### src/rtl/sd_dac_pkg.sv
// Shared definitions for the sd_dac_tx delta-sigma transmitter: state
// encoding, dither LFSR constants and default sizing.
package sd_dac_pkg;

  typedef enum logic {
    IDLE = 1'b0,
    RUN  = 1'b1
  } state_t;

  localparam int unsigned DEF_WIDTH    = 8;
  localparam int unsigned DEF_OSR_LOG2 = 8;

  // Fibonacci taps 16,14,13,11 expressed as a mask over bits [15:0]
  localparam logic [15:0] LFSR_SEED = 16'hACE1;
  localparam logic [15:0] LFSR_TAPS = 16'hB400;

endpackage

### src/rtl/sd_lfsr16.sv
// 16-bit Fibonacci LFSR with advance enable; supplies dither to sd_dac_tx.
module sd_lfsr16
  import sd_dac_pkg::*;
(
  input  logic        clk,
  input  logic        rst,
  input  logic        en,
  output logic [15:0] q
);

  always_ff @(posedge clk) begin
    if (rst) begin
      q <= LFSR_SEED;
    end else if (en) begin
      q <= {q[14:0], ^(q & LFSR_TAPS)};
    end
  end

endmodule

### src/rtl/sd_dac_tx.sv
// First-order delta-sigma 1-bit DAC transmitter with a one-entry holding buffer.
// Define SD_DAC_TX_DITHER_EN to add LFSR carry-in dither to the accumulator.
module sd_dac_tx
  import sd_dac_pkg::*;
#(
  parameter int unsigned WIDTH    = DEF_WIDTH,
  parameter int unsigned OSR_LOG2 = DEF_OSR_LOG2
) (
  input  logic             clk,
  input  logic             rst,
  input  logic             enable,
  input  logic [WIDTH-1:0] sample_in,
  input  logic             sample_valid,
  output logic             sample_ready,
  input  logic             underrun_clr,
  output logic             bit_out,
  output logic             frame_strobe,
  output logic             underrun,
  output logic             busy
);

  state_t              state, state_nxt;
  logic [WIDTH-1:0]    acc;
  logic [WIDTH-1:0]    cur;
  logic [WIDTH-1:0]    pend;
  logic                pend_full;
  logic [OSR_LOG2-1:0] frame_cnt;
  logic                frame_end;
  logic                accept;
  logic                load_cur;
  logic                set_underrun;
  logic                dither;
  logic [WIDTH:0]      sum;

`ifdef SD_DAC_TX_DITHER_EN
  logic [15:0] lfsr_q;

  sd_lfsr16 u_lfsr (
    .clk (clk),
    .rst (rst),
    .en  (state == RUN),
    .q   (lfsr_q)
  );

  assign dither = lfsr_q[0];
`else
  assign dither = 1'b0;
`endif

  assign frame_end    = (frame_cnt == '1);
  assign busy         = (state == RUN);
  assign sample_ready = !pend_full || ((state == RUN) && frame_end && enable);
  assign accept       = sample_valid && sample_ready;
  assign sum          = {1'b0, acc} + {1'b0, cur} + {{WIDTH{1'b0}}, dither};

  always_comb begin
    state_nxt    = state;
    load_cur     = 1'b0;
    set_underrun = 1'b0;
    case (state)
      IDLE: begin
        if (enable && pend_full) begin
          state_nxt = RUN;
          load_cur  = 1'b1;
        end
      end
      RUN: begin
        if (frame_end) begin
          if (!enable) begin
            state_nxt = IDLE;
          end else if (pend_full) begin
            load_cur = 1'b1;
          end else begin
            set_underrun = 1'b1;
          end
        end
      end
      default: state_nxt = IDLE;
    endcase
  end

  always_ff @(posedge clk) begin
    if (rst) begin
      state        <= IDLE;
      acc          <= '0;
      cur          <= '0;
      pend         <= '0;
      pend_full    <= 1'b0;
      frame_cnt    <= '0;
      bit_out      <= 1'b0;
      frame_strobe <= 1'b0;
      underrun     <= 1'b0;
    end else begin
      state <= state_nxt;
      if (load_cur) begin
        cur <= pend;
      end
      // A same-cycle accept refills pend after its old value moved to cur
      if (accept) begin
        pend      <= sample_in;
        pend_full <= 1'b1;
      end else if (load_cur) begin
        pend_full <= 1'b0;
      end
      if (set_underrun) begin
        underrun <= 1'b1;
      end else if (underrun_clr) begin
        underrun <= 1'b0;
      end
      if (state == RUN) begin
        {bit_out, acc} <= sum;
        frame_cnt      <= frame_cnt + OSR_LOG2'(1);
        frame_strobe   <= frame_end;
      end else begin
        acc          <= '0;
        bit_out      <= 1'b0;
        frame_cnt    <= '0;
        frame_strobe <= 1'b0;
      end
    end
  end

endmodule
### config.mk
export PLATFORM = sky130hd
export DESIGN_NAME = sd_dac_tx
export DESIGN_NICKNAME = d
export VERILOG_FILES = /design/src/rtl/sd_dac_pkg.sv /design/src/rtl/sd_lfsr16.sv /design/src/rtl/sd_dac_tx.sv
export SDC_FILE = /design/constraint.sdc
export NUM_CORES = 1
export LEC_CHECK = 0
export ABC_AREA = 1
export CAP_MARGIN = 20
export CORE_ASPECT_RATIO = 1.2
export CORE_MARGIN = 1
export CORE_UTILIZATION = 50
export DETAILED_ROUTE_END_ITERATION = 8
export PLACE_DENSITY = 0.78
export SLEW_MARGIN = 20
export SYNTH_ARGS = -nofsm -noshare
export SYNTH_HDL_FRONTEND = slang
export SYNTH_SLANG_ARGS = --single-unit
### constraint.sdc
create_clock -name clk -period 1.3 [get_ports clk]
set_input_delay 0.195 -clock clk [delete_from_list [all_inputs] [get_ports clk]]
set_output_delay 0.195 -clock clk [all_outputs]
set_load 0.01 [all_outputs]
==> results.json, run 1 <==
{
  "outcome": "finished, violations left",
  "failed_checks": "setup timing",
  "number_of_global_route_vias_before_repair": 1425,
  "postRouteWirelength_microns": 3870,
  "wl_per_cell_microns": 12.3,
  "root_buffer": "clkbuf_8",
  "max-cap-violations": 0,
  "core-area_sq_mm": 0.00337,
  "initial_core_util_pct": 52.5,
  "slew_headroom_pct": 81.7,
  "r2r_start": "frame_cnt[1]",
  "p_leak_nw": 1.11,
  "vdd_ir_drop_max_mv": 0.934,
  "chipWidth_microns": 56.3,
  "clock_sinks": 37,
  "cts.htree.levels": 2,
  "residual_drc": 0,
  "tritoncts_clock_tree": "yes",
  "floorplan.io_pins": 18,
  "crit_arrival_ps": 1250,
  "placement.setup.worst_slack_ps": -462,
  "finalWorstSetupSlack_ps": -146,
  "core.rowCount": 23,
  "switchingPower_mw": 0.599,
  "dp_hpwl_microns": 2320,
  "worst-slew-pin-transition_ps": 274,
  "power.density_mw_per_mm2": 962,
  "rsz0062_at_grt": "true",
  "timing.reg2reg.worst_path_depth": 10,
  "vias": 1610,
  "cts.clk_slew.worst_paths_ps": 60,
  "synth_cell_types": 23,
  "hold_start": "frame_cnt[6]",
  "multiInputGateArea_sq_mm": 0.00104,
  "placed_cells_incl_taps": 300,
  "die_footprint_sq_mm": 0.00378,
  "grt_max_degree": 18,
  "grt_first_pass_wirelength_microns": 5900,
  "cts_hold_buf": 0,
  "routabilityCongestion": 0.751,
  "critPathKind": "flop to output pin",
  "n_fill_cell": 237,
  "critPathMaxFanout": 4,
  "antenna-diode-count": 0,
  "reg2reg_slack_ps": -120,
  "period_needed_ps": 1450,
  "detail_route.iter0.violations": 23,
  "cp-end-kind": "output pin",
  "avgViaCountPerCell": 5.13,
  "cell_internal_pwr_mw": 1.76,
  "comb_power_share_pct": 16.0,
  "placement.io_buffers": 17,
  "syn_avg_cell_area_sq_um": 7.65,
  "syn2layout_area_growth_pct": 38.7,
  "final_min_period_over_clock_period_pct": 111,
  "syn-instance-count": 231,
  "timing_hold_violations_final": 0,
  "post_layout_total_power_mw": 2.36,
  "p_sw_share_pct": 25.4,
  "grt-ovfl-total": 0,
  "power.share.sequential_pct": 52.0,
  "finalNonFillerCells": 314,
  "postSynthRegisterBits": 37,
  "worst_hold_path_type": "flop to flop",
  "area.sequential_sq_um": 751,
  "detail_route.first_pass.iterations": 4,
  "setup_viol": 20,
  "synth.yosys.seq_area_share_pct": 41.9,
  "finalMaxSlewViolations": 0,
  "clock_insertion_delay_worst_skew_ps": 290,
  "syn_nets": 254,
  "critical_path.reg2reg.endpoint": "pend[7]",
  "total_nets_final": 299,
  "clock.fmax_mhz": 692,
  "final_antenna_net_count": 0,
  "cts_buffers": 5,
  "launching_element_type_of_the_critical_path": "flop",
  "worstHoldPathCells": 2,
  "clock_power_share_pct": 32.0,
  "fraction_of_final_layout_cells_sized_beyond_drive_strength_1_pct": 26.0,
  "mappedNetlistArea_sq_mm": 0.00177,
  "grt_antenna_before_repair": 0,
  "die_height_microns": 67.1,
  "grt_use_total_pct": 20.6,
  "cts_max_path_buffers": 2,
  "critical_path_required_ps": 1110,
  "holdPathEnd": "frame_cnt[6]",
  "yosysWarningCount": 0,
  "timing.clock.skew_ps": 5.02
}
==> cell usage in the layout, fill, tap and decap left out, types with 3 or more instances in the layout <==
cell type / count
o21bai_4: 3
dfxtp_2: 8
buf_4: 20
nand2_2: 3
o21ai_1: 3
inv_1: 31
dlygate4sd2_1: 4
nand2_1: 33
clkdlybuf4s50_1: 12
nand2_4: 5
dfxtp_1: 29
nor2_1: 42
nand3_1: 11
a21oi_1: 22
clkbuf_1: 3
ha_1: 3
clkbuf_8: 5
o21bai_1: 6
buf_6: 3
o21ai_0: 4
ha_4: 6
==> kinds of logic after synthesis <==
| group | after synthesis | synth area share (%) |
|---|---|---|
| AND/OR/NAND/NOR | 102 | 26.0 |
| AO/OA/AOI/OAI | 44 | 14.4 |
| buffers and inverters | 38 | 10.1 |
| flip-flops | 37 | 41.9 |
| adder cells (fa/ha/maj) | 10 | 7.50 |
==> worst max path at each step <==
stage	from	endpoint	slack (ps)	depth (start not counted)
2_1_floorplan	cur[0]	acc[6]	4	7
4_1_cts	frame_cnt[1]	sample_ready	-210	6
3_3_place_gp	enable	sample_ready	-440	6
5_1_grt	frame_cnt[1]	sample_ready	-220	6
6_report	frame_cnt[1]	sample_ready	-150	6
3_5_place_dp	enable	sample_ready	-460	6
==> per-stage QoR <==
step                      setup TNS (ps)  cell area [sq um]  hold WS, ps  utilization (%)
final                              -1330               2450          480             72.8
after global routing               -3020               2450          511             72.8
after CTS                          -2150               2300          474             68.2
after detailed placement           -3800               2100          464             62.5
after global placement             -3040               2100          450             62.5
after floorplan                        0               1780          357                -
==> critical path: stages (launching register included) <==
cell and delay (ps):
dfxtp_2 350, ha_4 150, nand2_4 50, nor2_4 130, nand3_4 100, nand2_4 90
buf_6 100
==> layout make-up <==
cell class	count	area share (%)
Clock buffer	8	3.27
Inverter	33	5.36
Multi-Input combinational cell	157	42.6
Sequential cell	37	30.6
Tap cell	37	1.89
Timing Repair Buffer	42	16.3
==> flip-flops by register name (all words and copies together) (netlist names) <==
signal and cells:
bit_out 1, pend_full 1, cur 8, frame_strobe 1
busy 1, pend 8, acc 8, underrun 1
frame_cnt 8
==> routing by layer <==
layer,track usage (%),wire length [microns]
met4,10.7,143
met1,20.9,1570
met2,39.1,2030
met3,5.17,121
met5,0,0
==> Yosys cell counts <==
| cell | n | area [sq um] |
|---|---|---|
| nor2_1 | 42 | 158 |
| dfxtp_1 | 37 | 741 |
| nand2_1 | 36 | 135 |
| inv_1 | 32 | 120 |
| a21oi_1 | 22 | 110 |
| nand3_1 | 13 | 65.1 |
| ha_1 | 9 | 113 |
| o21ai_0 | 9 | 45.0 |
| o21bai_1 | 9 | 67.6 |
| nand2_2 | 3 | 18.8 |
| nand2_4 | 3 | 33.8 |
| a21oi_2 | 2 | 17.5 |
| nor2_4 | 2 | 22.5 |
| nor3_1 | 2 | 10.0 |
| o21a_1 | 2 | 15.0 |
| buf_12 | 1 | 20.0 |
| buf_2 | 1 | 5.00 |
| buf_4 | 1 | 7.51 |
| clkbuf_1 | 1 | 3.75 |
| clkbuf_8 | 1 | 13.8 |
| clkinv_4 | 1 | 8.76 |
| fa_1 | 1 | 20.0 |
| nand3_4 | 1 | 17.5 |
==> power groups by stage <==
stage / combinational, mW / sequential (mW) / clock [mW]
after floorplan: 0.192 / 1.23 / 0
after global placement: 0.296 / 1.23 / 0
after detailed placement: 0.303 / 1.24 / 0
after CTS: 0.324 / 1.21 / 0.769
after global routing: 0.417 / 1.23 / 0.833
final: 0.378 / 1.23 / 0.755
==> repair_timing <==
item | in CTS | in global routing
setup buffers | 5 | 0
setup endpoints to repair | 27 | 29
gates resized for setup | 31 | 22
pin swaps | 14 | 16
cloned | 1 | 1
Note: power is estimated with default switching activity, not from simulation.
==> run 2: changes to the inputs <==
Settings changed: HOLD_SLACK_MARGIN set to 0.1.
==> results of run 2 <==
Same layout as run 1: the final DEF is identical, and so are final timing and power.
==> run 3: changes to the inputs <==
Settings changed: SLEW_MARGIN 20 to unset, TNS_END_PERCENT set to 5.
==> run 3 against run 2 <==
Cell count fell by 0.96%; worst setup slack improved by 1.5 ps; combinational power down 13%; clock power down 2%; die area stayed put; largest cell class unchanged; cell area is 6.1% lower; the flow still finishes with violations (setup timing); core utilization down 4.5 points; sequential share of layout area grew 1.8 points; hold slack got worse by 9.3 ps; maximum frequency grew 0.10%; via count down 4.5%.
==> results.json, run 3 (synthesis results as in run 1) <==
{
  "crit_buf_inv": 1,
  "r2r_start": "frame_cnt[1]",
  "initial_core_util_pct": 52.5,
  "grt_use_total_pct": 19.2,
  "critical_path_required_ps": 1110,
  "worstHoldPathCells": 2,
  "total_nets_final": 296,
  "max-cap-violations": 0,
  "final_min_period_over_clock_period_pct": 111,
  "critical_path.slowest_cell": "dfxtp_2",
  "critical_path.most_common_cell": "nand2_4",
  "failed_checks": "setup timing",
  "cp_slowest_stage_delay_ps": 350,
  "core-area_sq_mm": 0.00337,
  "detail_route.first_pass.iterations": 4,
  "tritoncts_clock_tree": "yes",
  "hold-worst-slack_ps": 471,
  "clock_sinks": 37,
  "grt_first_pass_wirelength_microns": 5550,
  "outcome": "finished, violations left",
  "path_cells": "ha_4, nand2_4, nor2_4, nand3_4, nand2_4, buf_6",
  "detail_route.iter0.violations": 16,
  "placement.setup.worst_slack_ps": -462,
  "multiInputGateArea_sq_um": 957,
  "period_needed_ps": 1440,
  "grt_max_degree": 18,
  "avgViaCountPerCell": 4.94,
  "dpl-instance-area_sq_mm": 0.00210,
  "timing.clock.skew_ps": 4.24,
  "grt-ovfl-total": 0,
  "holdPathEnd": "frame_cnt[6]",
  "rsz0062_at_grt": "true",
  "vias": 1537,
  "number_of_global_route_vias_before_repair": 1347,
  "core.rowCount": 23,
  "clock.fmax_mhz": 692,
  "critPathMaxFanout": 6,
  "cts.htree.levels": 2,
  "placement.io_buffers": 17,
  "root_buffer": "clkbuf_8",
  "postRouteWirelength_microns": 3300,
  "die_footprint_sq_mm": 0.00378,
  "cts.clk_slew.worst_paths_ps": 60,
  "critical_path.reg2reg.endpoint": "cur[1]",
  "cp-end-kind": "output pin",
  "fraction_of_final_layout_cells_sized_beyond_drive_strength_1_pct": 20.4,
  "antenna-diode-count": 0,
  "area.sequential_sq_um": 746,
  "chipWidth_microns": 56.3,
  "crit_arrival_ps": 1250,
  "dp_hpwl_microns": 2320,
  "n_fill_cell": 275,
  "launching_element_type_of_the_critical_path": "flop",
  "final_antenna_net_count": 0,
  "postLayoutCellArea_sq_mm": 0.00230,
  "critPathKind": "flop to output pin",
  "cts_max_path_buffers": 2,
  "vdd_ir_drop_max_mv": 0.958,
  "hold_start": "frame_cnt[6]",
  "reg2reg_slack_ps": -110,
  "syn2layout_area_growth_pct": 30.2,
  "critical-path-top-delay-family": "simple AND/OR/NAND/NOR gates",
  "p_leak_nw": 1.06,
  "final_common_cell": "nor2_1",
  "post_layout_total_power_mw": 2.29,
  "finalWorstSetupSlack_ps": -145,
  "most-common-layout-cells": "nor2_1, nand2_1, dfxtp_1, inv_1, a21oi_1",
  "grt_antenna_before_repair": 0,
  "worst_hold_path_type": "flop to flop",
  "worst-slew-pin-transition_ps": 216,
  "timing.reg2reg.worst_path_depth": 9,
  "wl_per_cell_microns": 10.6,
  "die_height_microns": 67.1,
  "timing_hold_violations_final": 0,
  "residual_drc": 0,
  "routabilityCongestion": 0.751,
  "utilization_pct": 68.4,
  "cts_buffers": 5,
  "floorplan.io_pins": 18,
  "setup_viol": 15,
  "finalMaxSlewViolations": 0,
  "clock_insertion_delay_worst_skew_ps": 280,
  "slew_headroom_pct": 85.6,
  "power.density_mw_per_mm2": 994
}
[run 3: how the worst max path moves through the flow]
stage                       startpoint      endpoint  slack [ps]  cells after the start
after global routing      frame_cnt[1]  sample_ready        -230                      6
after global placement          enable  sample_ready        -440                      6
after floorplan                 cur[0]        acc[6]           4                      7
after detailed placement        enable  sample_ready        -460                      6
after CTS                 frame_cnt[1]  sample_ready        -220                      6
final                     frame_cnt[1]  sample_ready        -140                      6
[run 3: per-stage QoR]
step                TNS, ps  instances
floorplan                 0        231
global route          -2970        311
finish                -1050        311
CTS                   -1910        309
global placement      -3040        300
detailed placement    -3800        300
[run 3: metal layers]
metal  GRT usage [%]  part of all wire (%)
met5               0                     0
met4            10.1                   2.4
met3            5.17                   2.5
met2            35.7                    52
met1            20.0                    43
[run 3: cell type report]
class | instances | area share, %
Sequential cell | 37 | 32.4
Tap cell | 37 | 2.01
Multi-Input combinational cell | 157 | 41.6
Clock buffer | 8 | 3.48
Timing Repair Buffer | 39 | 14.9
Inverter | 33 | 5.60
[run 3: worst register-to-register path, stage by stage, from the launching register on]
cell	delay, ps
dfxtp_2	350
ha_4	150
nand2_4	50
nor2_4	120
buf_4	160
nand2_4	60
nand2_4	110
nand2_4	100
o21bai_1	140
nor2_1	70
[run 3: where the power goes]
part,internal [mW],switching [mW],leakage (nW),total [mW]
logic,0.168,0.160,0.722,0.328
clock network,0.380,0.363,0.0395,0.743
registers,1.18,0.0346,0.303,1.22
[run 3: timing repair]
item,CTS,global route
gates cloned,1,0
setup endpoints to repair,27,27
buffers inserted,1,2
resized for setup,22,7
endpoints found under the hold margin,0,0
hold buffers,0,0
pin swaps,8,3
